File: config.mk
export PLATFORM = sky130hd
export DESIGN_NAME = mii_rx_mac
export DESIGN_NICKNAME = d
export VERILOG_FILES = /design/src/rtl/mii_rx_mac.sv
export SDC_FILE = /design/constraint.sdc
export NUM_CORES = 1
export LEC_CHECK = 0
export BUFFER_PORTS_ARGS = -buffer_cell sky130_fd_sc_hd__buf_4
export CAP_MARGIN = 5
export CORE_MARGIN = 2
export CORE_UTILIZATION = 60
export DETAILED_ROUTE_END_ITERATION = 8
export PLACE_DENSITY = 0.8
export SKIP_LAST_GASP = 1
export SYNTH_ARGS = -nofsm -noshare
export SYNTH_HDL_FRONTEND = slang
export SYNTH_SLANG_ARGS = --single-unit
File: constraint.sdc
create_clock -name clk -period 5 [get_ports clk]
set_input_delay 0.25 -clock clk [delete_from_list [all_inputs] [get_ports clk]]
set_output_delay 0.25 -clock clk [all_outputs]
set_load 0.01 [all_outputs]
File: src/rtl/mii_rx_mac.sv
// mii_rx_mac: MII receive MAC for 100BASE-TX.
// Strips preamble/SFD, assembles nibbles into bytes, checks CRC-32, drops the
// 4-byte FCS and streams the payload out one byte per strobe (no backpressure).
//
// Ports:
//   clk, rstn                     PHY receive clock, async active-low reset
//   eth_rxdv, eth_rxer, eth_rxd   MII receive pins (low nibble of each byte first)
//   rx_tdata/tvalid/tlast/tuser   payload byte stream; tuser=1 marks a bad frame on tlast
//   good_frames, bad_frames       wrapping frame statistics counters
module mii_rx_mac #(
    parameter int unsigned MIN_LEN = 64,
    parameter int unsigned MAX_LEN = 1518,
    parameter int unsigned CNT_W   = 16
) (
    input  logic             clk,
    input  logic             rstn,
    input  logic             eth_rxdv,
    input  logic             eth_rxer,
    input  logic [3:0]       eth_rxd,
    output logic [7:0]       rx_tdata,
    output logic             rx_tvalid,
    output logic             rx_tlast,
    output logic             rx_tuser,
    output logic [CNT_W-1:0] good_frames,
    output logic [CNT_W-1:0] bad_frames
);
    localparam int unsigned LenW       = $clog2(MAX_LEN + 2);
    localparam logic [31:0] CrcResidue = 32'hDEBB20E3;
    localparam logic [LenW-1:0] MinLen  = LenW'(MIN_LEN);
    localparam logic [LenW-1:0] MaxLen  = LenW'(MAX_LEN);
    localparam logic [LenW-1:0] LineLen = LenW'(4);  // FCS delay line depth
    localparam logic [LenW-1:0] HoldLen = LenW'(5);  // delay line plus hold register

    typedef enum logic [1:0] {StIdle, StPreamble, StData, StDrop} state_t;

    // Reflected CRC-32, one byte LSB first, no final inversion.
    function automatic logic [31:0] crc_byte(input logic [31:0] crc_in, input logic [7:0] data);
        logic [31:0] c;
        c = crc_in;
        for (int i = 0; i < 8; i++) begin
            if (c[0] ^ data[i]) c = (c >> 1) ^ 32'hEDB88320;
            else                c = c >> 1;
        end
        return c;
    endfunction

    state_t          state;
    logic [31:0]     crc;
    logic [LenW-1:0] byte_cnt;
    logic            nib_odd;
    logic [3:0]      low_nib;
    logic            seen_pre;
    logic            err_seen;
    logic [7:0]      dly [4];
    logic [7:0]      hold;

    logic [7:0] new_byte;
    logic       frame_bad;

    assign new_byte  = {eth_rxd, low_nib};
    // Once the FCS has gone through the CRC, a clean frame leaves the fixed residue.
    assign frame_bad = (crc != CrcResidue) || err_seen || nib_odd || (byte_cnt < MinLen);

    always_ff @(posedge clk or negedge rstn) begin
        if (!rstn) begin
            state       <= StIdle;
            crc         <= 32'hFFFFFFFF;
            byte_cnt    <= '0;
            nib_odd     <= 1'b0;
            low_nib     <= '0;
            seen_pre    <= 1'b0;
            err_seen    <= 1'b0;
            for (int i = 0; i < 4; i++) dly[i] <= '0;
            hold        <= '0;
            rx_tdata    <= '0;
            rx_tvalid   <= 1'b0;
            rx_tlast    <= 1'b0;
            rx_tuser    <= 1'b0;
            good_frames <= '0;
            bad_frames  <= '0;
        end else begin
            rx_tvalid <= 1'b0;
            rx_tlast  <= 1'b0;
            rx_tuser  <= 1'b0;
            unique case (state)
                StIdle: begin
                    if (eth_rxdv) begin
                        state    <= StPreamble;
                        seen_pre <= 1'b0;
                    end
                end
                StPreamble: begin
                    if (!eth_rxdv) begin
                        state <= StIdle;
                    end else if (eth_rxd == 4'h5) begin
                        seen_pre <= 1'b1;
                    end else if (eth_rxd == 4'hD && seen_pre) begin
                        state    <= StData;
                        crc      <= 32'hFFFFFFFF;
                        byte_cnt <= '0;
                        nib_odd  <= 1'b0;
                        err_seen <= 1'b0;
                    end else begin
                        state <= StDrop;
                    end
                end
                StData: begin
                    if (!eth_rxdv) begin
                        state <= StIdle;
                        if (byte_cnt >= HoldLen) begin
                            rx_tdata  <= hold;
                            rx_tvalid <= 1'b1;
                            rx_tlast  <= 1'b1;
                            rx_tuser  <= frame_bad;
                        end
                        if (frame_bad || byte_cnt < HoldLen) bad_frames  <= bad_frames + CNT_W'(1);
                        else                                 good_frames <= good_frames + CNT_W'(1);
                    end else begin
                        if (eth_rxer) err_seen <= 1'b1;
                        nib_odd <= ~nib_odd;
                        if (!nib_odd) begin
                            low_nib <= eth_rxd;
                        end else begin
                            byte_cnt <= byte_cnt + LenW'(1);
                            crc      <= crc_byte(crc, new_byte);
                            dly[0]   <= new_byte;
                            dly[1]   <= dly[0];
                            dly[2]   <= dly[1];
                            dly[3]   <= dly[2];
                            if (byte_cnt >= LineLen) hold <= dly[3];
                            if (byte_cnt == MaxLen) begin
                                // Oversize: close the frame with what is already in hold.
                                if (byte_cnt >= HoldLen) begin
                                    rx_tdata  <= hold;
                                    rx_tvalid <= 1'b1;
                                    rx_tlast  <= 1'b1;
                                    rx_tuser  <= 1'b1;
                                end
                                bad_frames <= bad_frames + CNT_W'(1);
                                state      <= StDrop;
                            end else if (byte_cnt >= HoldLen) begin
                                rx_tdata  <= hold;
                                rx_tvalid <= 1'b1;
                            end
                        end
                    end
                end
                StDrop: begin
                    if (!eth_rxdv) state <= StIdle;
                end
                default: state <= StIdle;
            endcase
        end
    end
endmodule

== Word-level counts from Yosys, hierarchy flattened ==
Cells that the tools add are included.
Word-level totals
  flip-flop bits (word level): 135
  output and inout bits: 43
  word-level logic and storage cells: 165
Operators by class
  reduce and logical (&&, ||, !) cells: 20
  multiplexer cells: 80
  bitwise operators: 19
  eq/ne operators: 21
  add/sub/neg operators: 3
  order comparisons: 4
Operators with widths (number)
  2-to-1 mux 32 bit: 34
  inverter 13 -> 14 bit: 8
  2-to-1 mux 16 bit: 4
  one-hot mux 32 bit (2 select lines): 1
  2-to-1 mux 11 bit: 5
  adder 16 x 1 -> 16 bit (second input constant): 2
  != test 32 bit (second input constant): 1
  2-to-1 mux 8 bit: 3
  >= comparator 11 x 3 -> 1 bit (second input constant): 2
  one-hot mux 11 bit (2 select lines): 1
  2-to-1 mux 1 bit: 21
  != test 2 bit (second input constant): 9
  2-to-1 mux 2 bit: 7
  AND reduction 4 bit: 3
  AND reduction 6 bit: 2
  adder 11 x 1 -> 11 bit (second input constant): 1
  equality test 11 bit (second input constant): 1
  < comparator 11 x 3 -> 1 bit (second input constant): 1
  < comparator 11 x 7 -> 1 bit (second input constant): 1
  AND reduction 5 bit: 2
  != test 3 bit (second input constant): 3
  AND reduction 3 bit: 3
  one-hot mux 2 bit (4 select lines): 1
  bitwise XOR 1 bit: 8
  12 further kinds: 23

== Longest topological paths before layout ==
Gate-level depths: netlist of the first run.
  depth in word-level cells: 40
  mapped depth: 8

== Least setup slack after synthesis of the first run ==
OpenSTA, ideal clock, no wires.
  path kind: register to register
  start: reg crc[31]
  end: reg good_frames[12]
  setup slack: 2883 ps
  buffers on the path: 1
  arrival: 1990 ps
  data required time: 4873 ps
  clock period less this slack: 2117 ps
  setup time: 127 ps
  cell stages (with the launch flop): 7
  cells stage by stage: dfstp_2 -> nor4b_1 -> nand4_1 -> nor4_1 -> buf_2 -> nand4_1 -> xnor2_1
Between the ends
  cells in the longest elaborated chain, start to end: 7
Ends and longest elaborated chain
  start: declaration: line 48  | logic [31:0] crc;
  start signal: assignment: line 125  | crc <= crc_byte(crc, new_byte);
  != test 32 bit: line 62  | assign frame_bad = (crc != CrcResidue) || err_seen || nib_odd || (byte_cnt < MinLen);
  logical OR 1 bit (3 in a row): line 62
  logical OR 1 bit: line 116  | if (frame_bad || byte_cnt < HoldLen) bad_frames <= bad_frames + CNT_W'(1);
  inverter 1 bit (no line)
  AND reduction 3 bit (no line)
  end signal: assignment: line 117  | else good_frames <= good_frames + CNT_W'(1);
  end: declaration: line 24  | output logic [CNT_W-1:0] good_frames,
No other way between the ends.
A chain may end at the register's enable or synchronous reset.

== Worst setup path after layout of the first run ==
  start: reg state[1]
  end: reg hold[3]
Between the ends
  cells in the longest elaborated chain, start to end: 2
Ends and longest elaborated chain
  start: declaration: line 47  | state_t state;
  start signal: assignment: line 66  | state <= StIdle;
  start signal: assignment: line 88  | state <= StPreamble;
  start signal: assignment: line 94  | state <= StIdle;
  equality test 2 bit: line 85  | unique case (state)
  AND reduction 4 bit (no line)
  end signal: assignment: line 130  | if (byte_cnt >= LineLen) hold <= dly[3];
  end: declaration: line 55  | logic [7:0] hold;
No other way between the ends.

==> results of run 1 <==
-- sequential cells by signal, summed over array words and instances (netlist names) --
register,count
crc,32
dly,32
bad_frames,16
good_frames,16
byte_cnt,11
hold,8
rx_tdata,8
low_nib,4
state,2
err_seen,1
nib_odd,1
rx_tlast,1
rx_tuser,1
rx_tvalid,1
seen_pre,1
-- final cells by class --
type | count | area, sq um | area share, %
clock buffer | 17 | 414 | 5.52
clock inverter | 15 | 154 | 2.05
inverter | 7 | 26.3 | 0.350
multi-input combinational | 368 | 2870 | 38.2
sequential | 135 | 3420 | 45.5
tap | 136 | 170 | 2.27
timing repair buffer | 59 | 453 | 6.03
-- power by group through the flow --
stage / Sequential, mW / Clock, mW / Combinational [mW]
finish: 1.73 / 1.19 / 2.19
global route: 1.77 / 1.26 / 2.39
CTS: 1.72 / 1.21 / 2.19
detailed placement: 1.73 / 0 / 2.16
global placement: 1.72 / 0 / 2.14
floorplan: 1.65 / 0 / 1.76
-- kinds of logic (layout without fill, tap and decap cells) --
| family | after synthesis | count (layout) | synth area share, % |
|---|---|---|---|
| adder cells (fa/ha/maj) | 5 | 5 | 0.979 |
| flip-flops | 135 | 135 | 53.5 |
| AO/OA/AOI/OAI | 50 | 50 | 5.27 |
| AND/OR/NAND/NOR | 153 | 153 | 12.7 |
| XOR/XNOR | 105 | 105 | 16.1 |
| buffers and inverters | 26 | 98 | 1.74 |
| multiplexers | 55 | 55 | 9.69 |
-- metrics by stage --
step | hold WS, ns | utilization, % | worst slack, ns
6_report | 0.0497 | 72.7 | 2.19
5_1_grt | 0.0425 | 72.7 | 2.00
4_1_cts | 0.0234 | 72.7 | 2.22
3_5_place_dp | 0.464 | 66.8 | 2.28
3_3_place_gp | 0.456 | 66.8 | 2.36
2_1_floorplan | -0.0456 | - | 2.88
-- final timing paths --
check	startpoint	endpoint	slack [ns]	depth (start not counted)
hold / removal	eth_rxdv	state[1]	0.05	2
hold reg to reg	bad_frames[15]	bad_frames[15]	0.49	1
setup / recovery	state[1]	hold[3]	2.19	5
max in group asynchronous	rstn	hold[4]	3.27	3
setup reg to reg	state[1]	hold[3]	2.19	5
min in group asynchronous	rstn	bad_frames[9]	0.40	2
-- worst register-to-register path, cell delays in order, from the launching register on --
cell and delay [ns]:
dfrtp_1 0.47, nor2b_1 0.17, buf_4 0.21, and3_2 0.96, o21a_1 0.48, mux2_2 0.40
-- repair_timing --
item	CTS	global route
hold buffers	4	0
gates resized for setup	0	0
hold endpoints to repair	69	0
-- cell usage in the layout, fill, tap and decap left out, types with 2 or more instances in the layout --
cell,instances
dfrtp_1,103
mux2_2,55
buf_4,55
xnor2_1,54
xor2_1,43
nor2_1,39
dfstp_2,32
nand2_1,23
a21oi_1,21
nand4_1,16
clkbuf_16,16
nand3_1,14
nor3_1,14
nor4_1,12
o22a_1,9
inv_6,8
inv_1,6
and3_1,5
o21ai_0,5
and2_1,5
ha_1,5
nor4b_1,4
dlygate4sd3_1,4
and4_1,3
o31ai_1,3
o21a_1,3
xnor3_1,3
nor2b_1,3
clkinv_4,3
or4_1,2
a31oi_1,2
xnor2_4,2
o22a_2,2
nand4b_1,2
and4b_1,2
nand2b_1,2
inv_8,2
-- per-layer routing --
| layer | wire length [um] | vias up | global-route usage [%] |
|---|---|---|---|
| met2 | 6550 | 143 | 41.1 |
| met3 | 791 | 26 | 7.54 |
| met4 | 243 | 0 | 8.72 |
| li1 | - | 1983 | - |
| met5 | 0 | - | 0 |
| met1 | 5960 | 2199 | 34.7 |
==> results.json, run 1 <==
{
  "outcome": "finished, final reports clean",
  "initial_core_util_pct": 61.9,
  "antenna_found_initial": 0,
  "yosysMostFrequentCell": "dfrtp_1",
  "numCtsBuffers": 17,
  "synth_cell_type_count": 48,
  "num_vias": 4351,
  "cts_root_buffer": "clkbuf_8",
  "grt_first_pass_wirelength_um": 22700,
  "cts_max_path_buffers": 2,
  "critical_path_arrival_ns": 3.22,
  "setup.worst_path.class": "reg2reg",
  "cap_violations": 0,
  "wl_per_cell_um": 18.4,
  "slew-limit-headroom_pct": 25.9,
  "grtUsageTotal_pct": 26.0,
  "numClockSinks": 135,
  "ant_nets": 0,
  "path_max_fanout": 52,
  "yosys.area.top_type": "dfrtp_1",
  "power.density_nw_per_um2": 681,
  "cp-start-kind": "flop",
  "htreeDepth": 4,
  "required_ns": 5.41,
  "drtIter0Drc": 450,
  "fin_crit_ns": 2.81,
  "finalMaxSlewViolations": 0,
  "die_w_um": 107,
  "insertedDiodeCount": 0,
  "synth-seq-cells": 135,
  "die_area_sq_um": 11500,
  "drt-total-wl_um": 13500,
  "clk_pin_slew_ns": 0.07,
  "io_buffers": 50,
  "core_area_sq_um": 10300,
  "dpl_cell_area_sq_um": 6900,
  "fin_cells": 737,
  "p_sw_mw": 1.89,
  "seq_area_frac_synth_pct": 53.5,
  "p_sw_share_pct": 36.9,
  "tightest_slew_ns": 1.11,
  "max_stage_delay_ns": 0.96,
  "nNetsFinal": 601,
  "synth_area_per_cell_sq_um": 12.1,
  "drc": 0,
  "critPathBufInv": 1,
  "finalHoldViolCount": 0,
  "pwr-share-seq_pct": 33.8,
  "ir_drop_uv": 548,
  "gp_congestion": 0.952,
  "yosysTopAreaCellShare_pct": 40.3,
  "p_total_mw": 5.11,
  "finalSetupTns_ns": 0,
  "post_cts_buffers": 0,
  "cts_tree": "built",
  "synth-edff-count": 0,
  "synth_area_sq_um": 6390,
  "path_delay_family": "simple AND/OR/NAND/NOR gates",
  "rsz0062_at_grt": "false",
  "post-dp-hpwl_um": 8820,
  "finalClockSkew_ns": 0.00812,
  "layout-drive-gt1-share_pct": 30.8,
  "path_cells": "nor2b_1 > buf_4 > and3_2 > o21a_1 > mux2_2",
  "combPwrFrac_pct": 42.9,
  "slowest_stage": "and3_2",
  "grt_overflow_total": 0,
  "synthTopCellsByCount": "dfrtp_1 (103), mux2_2 (55), xnor2_1 (54)",
  "io_pins": 51,
  "dp_cells": 701,
  "grt_pass1_vias": 4391,
  "vias_per_cell": 5.90,
  "fin_crit_sh_pct": 56.1,
  "syn_to_final_growth_pct": 17.4,
  "intPower_mw": 3.23,
  "p_clk_share_pct": 23.3,
  "synth_cells": 529,
  "synthTopCellsByArea": "dfrtp_1 (40%), dfstp_2 (13%), mux2_2 (9.7%)",
  "grt_max_degree": 80,
  "leakage_nw": 3.43,
  "dr.pass1.iters": 5,
  "stdcell_area_sq_um": 7510,
  "synth-main-ff-cell": "dfrtp_1",
  "syn-num-nets": 542,
  "timing.fmax_ghz": 0.356,
  "async_flop_share_pct": 100,
  "rows": 37,
  "n_fill_cell": 710,
  "insertion_delay_ns": 0.53,
  "hold_class": "in2reg",
  "fp.dieH_um": 107,
  "setup_viol": 0,
  "yosysWarnings": 0,
  "endpoint_kind": "flop"
}
(Power assumes the default switching activity.)
==> inputs of run 2 (changes only) <==
Clock period 5 ns to 2.65 ns, I/O delays scaled along.
==> run 2 against run 1 <==
Net effect:
- register-to-register slack got worse by 1.9 ns
- count of clock-buffer cells in the layout unchanged
- global-route usage decreased by 0.41 points
- critical path type unchanged
- worst setup slack got worse by 1.9 ns
- wire length increased by 0.66%
- hold slack improved by 0.056 ns
- clock skew about the same
- power increased by 94%
==> results.json, run 2 (synthesis results as in run 1) <==
{
  "hold_class": "in2async",
  "setup_viol": 0,
  "dpl_cell_area_sq_um": 6970,
  "worst_hold_slack_ns": 0.105,
  "nNetsFinal": 613,
  "cap_violations": 0,
  "setup.worst_path.start": "crc[31]",
  "fin_crit_sh_pct": 89.6,
  "drc": 0,
  "mostFrequentLayoutCell": "dfrtp_1",
  "setup.worst_path.class": "reg2reg",
  "finalSetupTns_ns": 0,
  "required_ns": 3.10,
  "endpoint_kind": "flop",
  "cp-start-kind": "flop",
  "setup_ws_ns": 0.276,
  "reg_top3": "crc x32, dly x32",
  "drt-total-wl_um": 13600,
  "finalClockSkew_ns": 0.00852,
  "pwr-share-seq_pct": 32.6,
  "cp-endpoint": "good_frames[15]",
  "finalMaxSlewViolations": 0,
  "initial_core_util_pct": 61.9,
  "stdcell_area_sq_um": 7630,
  "rows": 37,
  "cts_root_buffer": "clkbuf_8",
  "tightest_slew_ns": 0.761,
  "drtIter0Drc": 333,
  "vias_per_cell": 5.86,
  "critical_path_arrival_ns": 2.82,
  "timing.fmax_ghz": 0.421,
  "mostFrequentLayoutCells": "dfrtp_1 (103), buf_4 (62), mux2_2 (55)",
  "path_max_fanout": 11,
  "numClockSinks": 135,
  "core_area_sq_um": 10300,
  "r2r-end": "good_frames[15]",
  "numCtsBuffers": 17,
  "r2r_cells": 5,
  "die_area_sq_um": 11500,
  "ff2ff_setup_slack_ns": 0.28,
  "antenna_found_initial": 0,
  "outcome": "finished, final reports clean",
  "intPower_mw": 6.27,
  "cts_max_path_buffers": 2,
  "rsz0062_at_grt": "false",
  "fin_crit_ns": 2.37,
  "p_sw_share_pct": 36.8,
  "wl_per_cell_um": 18.2,
  "ant_nets": 0,
  "clk_pin_slew_ns": 0.06,
  "insertion_delay_ns": 0.53,
  "dp_slack_ns": 0.223,
  "num_vias": 4383,
  "grt_max_degree": 98,
  "cts_tree": "built",
  "r2r-start": "crc[31]",
  "io_buffers": 50,
  "ir_drop_uv": 789,
  "layout-drive-gt1-share_pct": 31.5,
  "dr.pass1.iters": 5,
  "htreeDepth": 4,
  "power.density_nw_per_um2": 1300,
  "post-dp-hpwl_um": 9050,
  "slew-limit-headroom_pct": 48.9,
  "finalHoldViolCount": 0,
  "grt_overflow_total": 0,
  "leakage_nw": 3.49,
  "p_sw_mw": 3.64,
  "io_pins": 51,
  "combPwrFrac_pct": 44.0,
  "p_clk_share_pct": 23.3,
  "grt_pass1_vias": 4396,
  "grtUsageTotal_pct": 25.6,
  "insertedDiodeCount": 0,
  "fp.dieH_um": 107,
  "syn_to_final_growth_pct": 19.4,
  "die_w_um": 107,
  "grt_first_pass_wirelength_um": 22200,
  "gp_congestion": 0.910
}
-- run 2: power by group through the flow --
stage / registers (mW) / clock network, mW / logic [mW]
after global placement: 3.21 / 0 / 4.19
after detailed placement: 3.25 / 0 / 4.28
final: 3.23 / 2.31 / 4.37
after global routing: 3.29 / 2.44 / 4.70
after CTS: 3.22 / 2.35 / 4.36
after floorplan: 3.11 / 0 / 3.32
-- run 2: how the worst min path moves through the flow --
stage                          end  slack (ns)  cells after the start  start
floorplan            bad_frames[0]       -0.16                      0   rstn
global placement    bad_frames[12]        0.12                      1   rstn
detailed placement  bad_frames[12]        0.14                      1   rstn
CTS                 bad_frames[12]        0.11                      2   rstn
global route        bad_frames[12]        0.17                      2   rstn
finish              bad_frames[12]        0.11                      2   rstn
-- run 2: metrics by stage --
stage,std cells,utilization (%),power (mW)
after floorplan,529,-,6.43
after global placement,709,67.5,7.40
after detailed placement,709,67.5,7.52
after CTS,748,73.9,9.94
after global routing,748,73.9,10.4
final,748,73.9,9.92
-- run 2: what timing repair did --
action | 4_1_cts | 5_1_grt
endpoints found under the hold margin | 49 | 0
resized for setup | 0 | 1
setup buffers | 0 | 0
hold buffers | 8 | 0
setup endpoints to repair | 0 | 1
-- run 2: per-layer routing --
layer | share of wire, % | wire, um | global-route usage (%)
met5 | 0 | 0 | 0
met4 | 2.2 | 296 | 10.1
met3 | 4.9 | 669 | 5.90
met2 | 50 | 6800 | 41.9
met1 | 43 | 5860 | 33.3
-- run 2: final cells by class --
cell class	count	area, sq um
multi-input cells	368	2870
clock inverters	14	163
clock buffers	17	414
well taps	136	170
inverters	7	26.3
repair buffers	71	566
flip-flops and latches	135	3420
fillers	701	2690
-- run 2: critical path: stages (launching register included) --
cell	delay [ns]
dfstp_2	0.55
nor4b_1	0.30
nand4_1	0.22
or4_4	0.65
nor4_1	0.37
xor2_1	0.20
==> inputs of run 3 (changes only) <==
Settings changed: ABC_AREA set to 1, PLACE_DENSITY 0.8 to 0.79.
==> run 3 against run 2 <==
Net effect:
- power is 4.9% higher
- final cell count is 71% higher
- via count is 55% higher
- synthesized area is 19% higher
- synthesized cell count is 95% higher
- clock power hardly changed
- combinational power is 3% higher
- worst setup slack worse by 0.086 ns
- maximum frequency is 3.5% lower
- utilization is 3.4 points lower
- largest cell class is now multi-input combinational cells
==> results.json, run 3 <==
{
  "outcome": "finished, final reports clean",
  "slew-limit-headroom_pct": 23.9,
  "grt_use_met3_pct": 6.54,
  "mostFrequentLayoutCells": "nand2_1 (404), inv_1 (110), dfrtp_1 (103)",
  "fin_crit_sh_pct": 92.9,
  "cap_violations": 0,
  "n_fill_cell": 1058,
  "critical_path_arrival_ns": 2.80,
  "insertedDiodeCount": 0,
  "synth_cell_type_count": 38,
  "hold_class": "in2reg",
  "wl_per_cell_um": 14.4,
  "fin_crit_ns": 2.46,
  "holdCritStartpoint": "eth_rxer",
  "syn-num-nets": 1045,
  "seq_area_frac_synth_pct": 45.1,
  "path_max_fanout": 17,
  "met2_usage_pct": 45.7,
  "synth-seq-cells": 135,
  "rsz0062_at_grt": "false",
  "synthTopCellsByArea": "dfrtp_1 (34%), nand2_1 (20%), dfstp_2 (11%)",
  "yosys.area.top_type": "dfrtp_1",
  "dpl_cell_area_sq_um": 8140,
  "endpoint_kind": "flop",
  "yosysTopAreaCellShare_pct": 34.0,
  "layout-drive-gt1-share_pct": 13.2,
  "tightest_slew_ns": 1.14,
  "core_area_sq_um": 12500,
  "path_cells": "inv_2 > nor2_4 > nor2_1 > nor3_2 > nand4_1 > o21ai_0",
  "setup_viol": 0,
  "async_flop_share_pct": 100,
  "vias_per_cell": 5.30,
  "drtIter0Drc": 674,
  "syn_to_final_growth_pct": 15.8,
  "synthTopCellsByCount": "nand2_1 (404), inv_1 (110), dfrtp_1 (103)",
  "top_usage_layer": "met2",
  "nNetsFinal": 1107,
  "ir_drop_uv": 718,
  "yosysWarnings": 0,
  "hold_end": "err_seen",
  "die_area_sq_um": 13600,
  "power.density_nw_per_um2": 1180,
  "synth-main-ff-cell": "dfrtp_1",
  "drt-total-wl_um": 18400,
  "finalSetupTns_ns": 0,
  "insertion_delay_ns": 0.43,
  "grt_first_pass_wirelength_um": 30700,
  "hold_depth": 4,
  "fp.dieH_um": 116,
  "path_delay_family": "simple AND/OR/NAND/NOR gates",
  "dr.pass1.iters": 6,
  "critPathBufInv": 1,
  "slowest_stage": "nor3_2",
  "io_buffers": 50,
  "rows": 41,
  "cp-start-kind": "flop",
  "max_stage_delay_ns": 0.94,
  "mostFrequentLayoutCell": "nand2_1",
  "numClockSinks": 135,
  "setup.worst_path.class": "reg2reg",
  "reg_top3": "crc x32, dly x32",
  "post-route-util_pct": 70.5,
  "finalMaxSlewViolations": 0,
  "grt_overflow_total": 0,
  "r2r-start": "state[1]",
  "finalClockSkew_ns": 0.0115,
  "cts_resized": 0,
  "gp_congestion": 0.953,
  "cts_tree": "built",
  "timing.fmax_ghz": 0.406,
  "synth_cells": 1032,
  "r2r-end": "byte_cnt[4]",
  "gr-usage-met1_pct": 40.0,
  "grt_max_degree": 55,
  "post_cts_buffers": 0,
  "r2r_cells": 6,
  "synth_area_sq_um": 7590,
  "synth-edff-count": 0,
  "io_pins": 51,
  "num_vias": 6785,
  "drc": 0,
  "numCtsBuffers": 17,
  "yosysMostFrequentCell": "nand2_1",
  "leakage_nw": 4.44,
  "stdcell_area_sq_um": 8790,
  "ant_nets": 0,
  "htreeDepth": 4,
  "cts_max_path_buffers": 2,
  "cts_root_buffer": "clkbuf_16",
  "worst_hold_slack_ns": 0.101,
  "initial_core_util_pct": 60.9,
  "ff2ff_setup_slack_ns": 0.19,
  "grt_pass1_vias": 6206,
  "clk_pin_slew_ns": 0.06,
  "synth_area_per_cell_sq_um": 7.35,
  "die_w_um": 116,
  "grtUsageTotal_pct": 29.2,
  "post-dp-hpwl_um": 12700,
  "antenna_found_initial": 0,
  "finalHoldViolCount": 0,
  "required_ns": 2.99
}
## run 3: cell count changes after synthesis, moves of 6 or more
cell,previous run,this run
nand4_1,16,26
a21oi_1,21,6
nor2_1,39,86
mux2_2,55,0
nor4_1,13,1
a22oi_1,0,7
o22a_1,9,0
inv_1,6,110
xnor2_1,54,16
o21ai_0,5,57
nand2_1,23,404
nand3_1,14,59
and3_1,6,0
## run 3: layout make-up
type / count / area (sq um) / share of cell area (%)
multi-input combinational: 761 / 3620 / 41.2
inverter: 116 / 440 / 5.01
clock buffer: 19 / 453 / 5.16
tap: 172 / 215 / 2.45
clock inverter: 13 / 136 / 1.55
timing repair buffer: 63 / 502 / 5.71
sequential: 135 / 3420 / 38.9
## run 3: kinds of logic (layout without fill, tap and decap cells)
| kind of cell | after synthesis | after routing | share of synthesized area (%) |
|---|---|---|---|
| fa+ha+maj | 5 | 5 | 0.825 |
| simple gates | 614 | 615 | 33.9 |
| buf+inv | 137 | 211 | 7.44 |
| xor+xnor | 56 | 56 | 6.47 |
| compound gates | 85 | 85 | 6.30 |
| flops | 135 | 135 | 45.1 |
## run 3: worst register-to-register path, cell delays in order (launching register included)
cell and delay (ns):
dfrtp_1 0.46, inv_2 0.07, nor2_4 0.37, nor2_1 0.24
nor3_2 0.94, nand4_1 0.17, o21ai_0 0.13
## run 3: where the power goes
part,internal [mW],total [mW],switching [mW]
registers,2.92,3.57,0.644
clock network,1.37,2.34,0.977
logic,1.51,4.50,2.98
total,5.81,10.4,4.60
## run 3: per-stage QoR
step / instances / total power, mW / setup WS (ns)
2_1_floorplan: 1032 / 6.71 / 0.945
3_3_place_gp: 1241 / 7.82 / 0.318
3_5_place_dp: 1241 / 7.96 / 0.256
4_1_cts: 1278 / 10.3 / 0.257
5_1_grt: 1279 / 11.3 / 0.108
6_report: 1279 / 10.4 / 0.189
## run 3: repair_timing
| action | CTS | global route |
|---|---|---|
| hold buffers | 5 | 0 |
| endpoints found under the setup margin | 0 | 1 |
| hold endpoints to repair | 45 | 0 |
## run 3: worst max path at each step
| stage | cells after the start | endpoint | startpoint |
|---|---|---|---|
| floorplan | 9 | good_frames[8] | crc[17] |
| global placement | 6 | byte_cnt[3] | state[1] |
| detailed placement | 6 | byte_cnt[4] | state[1] |
| CTS | 6 | byte_cnt[3] | state[1] |
| global route | 6 | byte_cnt[4] | state[1] |
| finish | 6 | byte_cnt[4] | state[1] |
## run 3: layer usage
layer	vias to the layer above	wire length [um]
met5	-	0
met4	0	500
met3	44	1240
met2	245	8470
met1	3124	8160
li1	3372	-
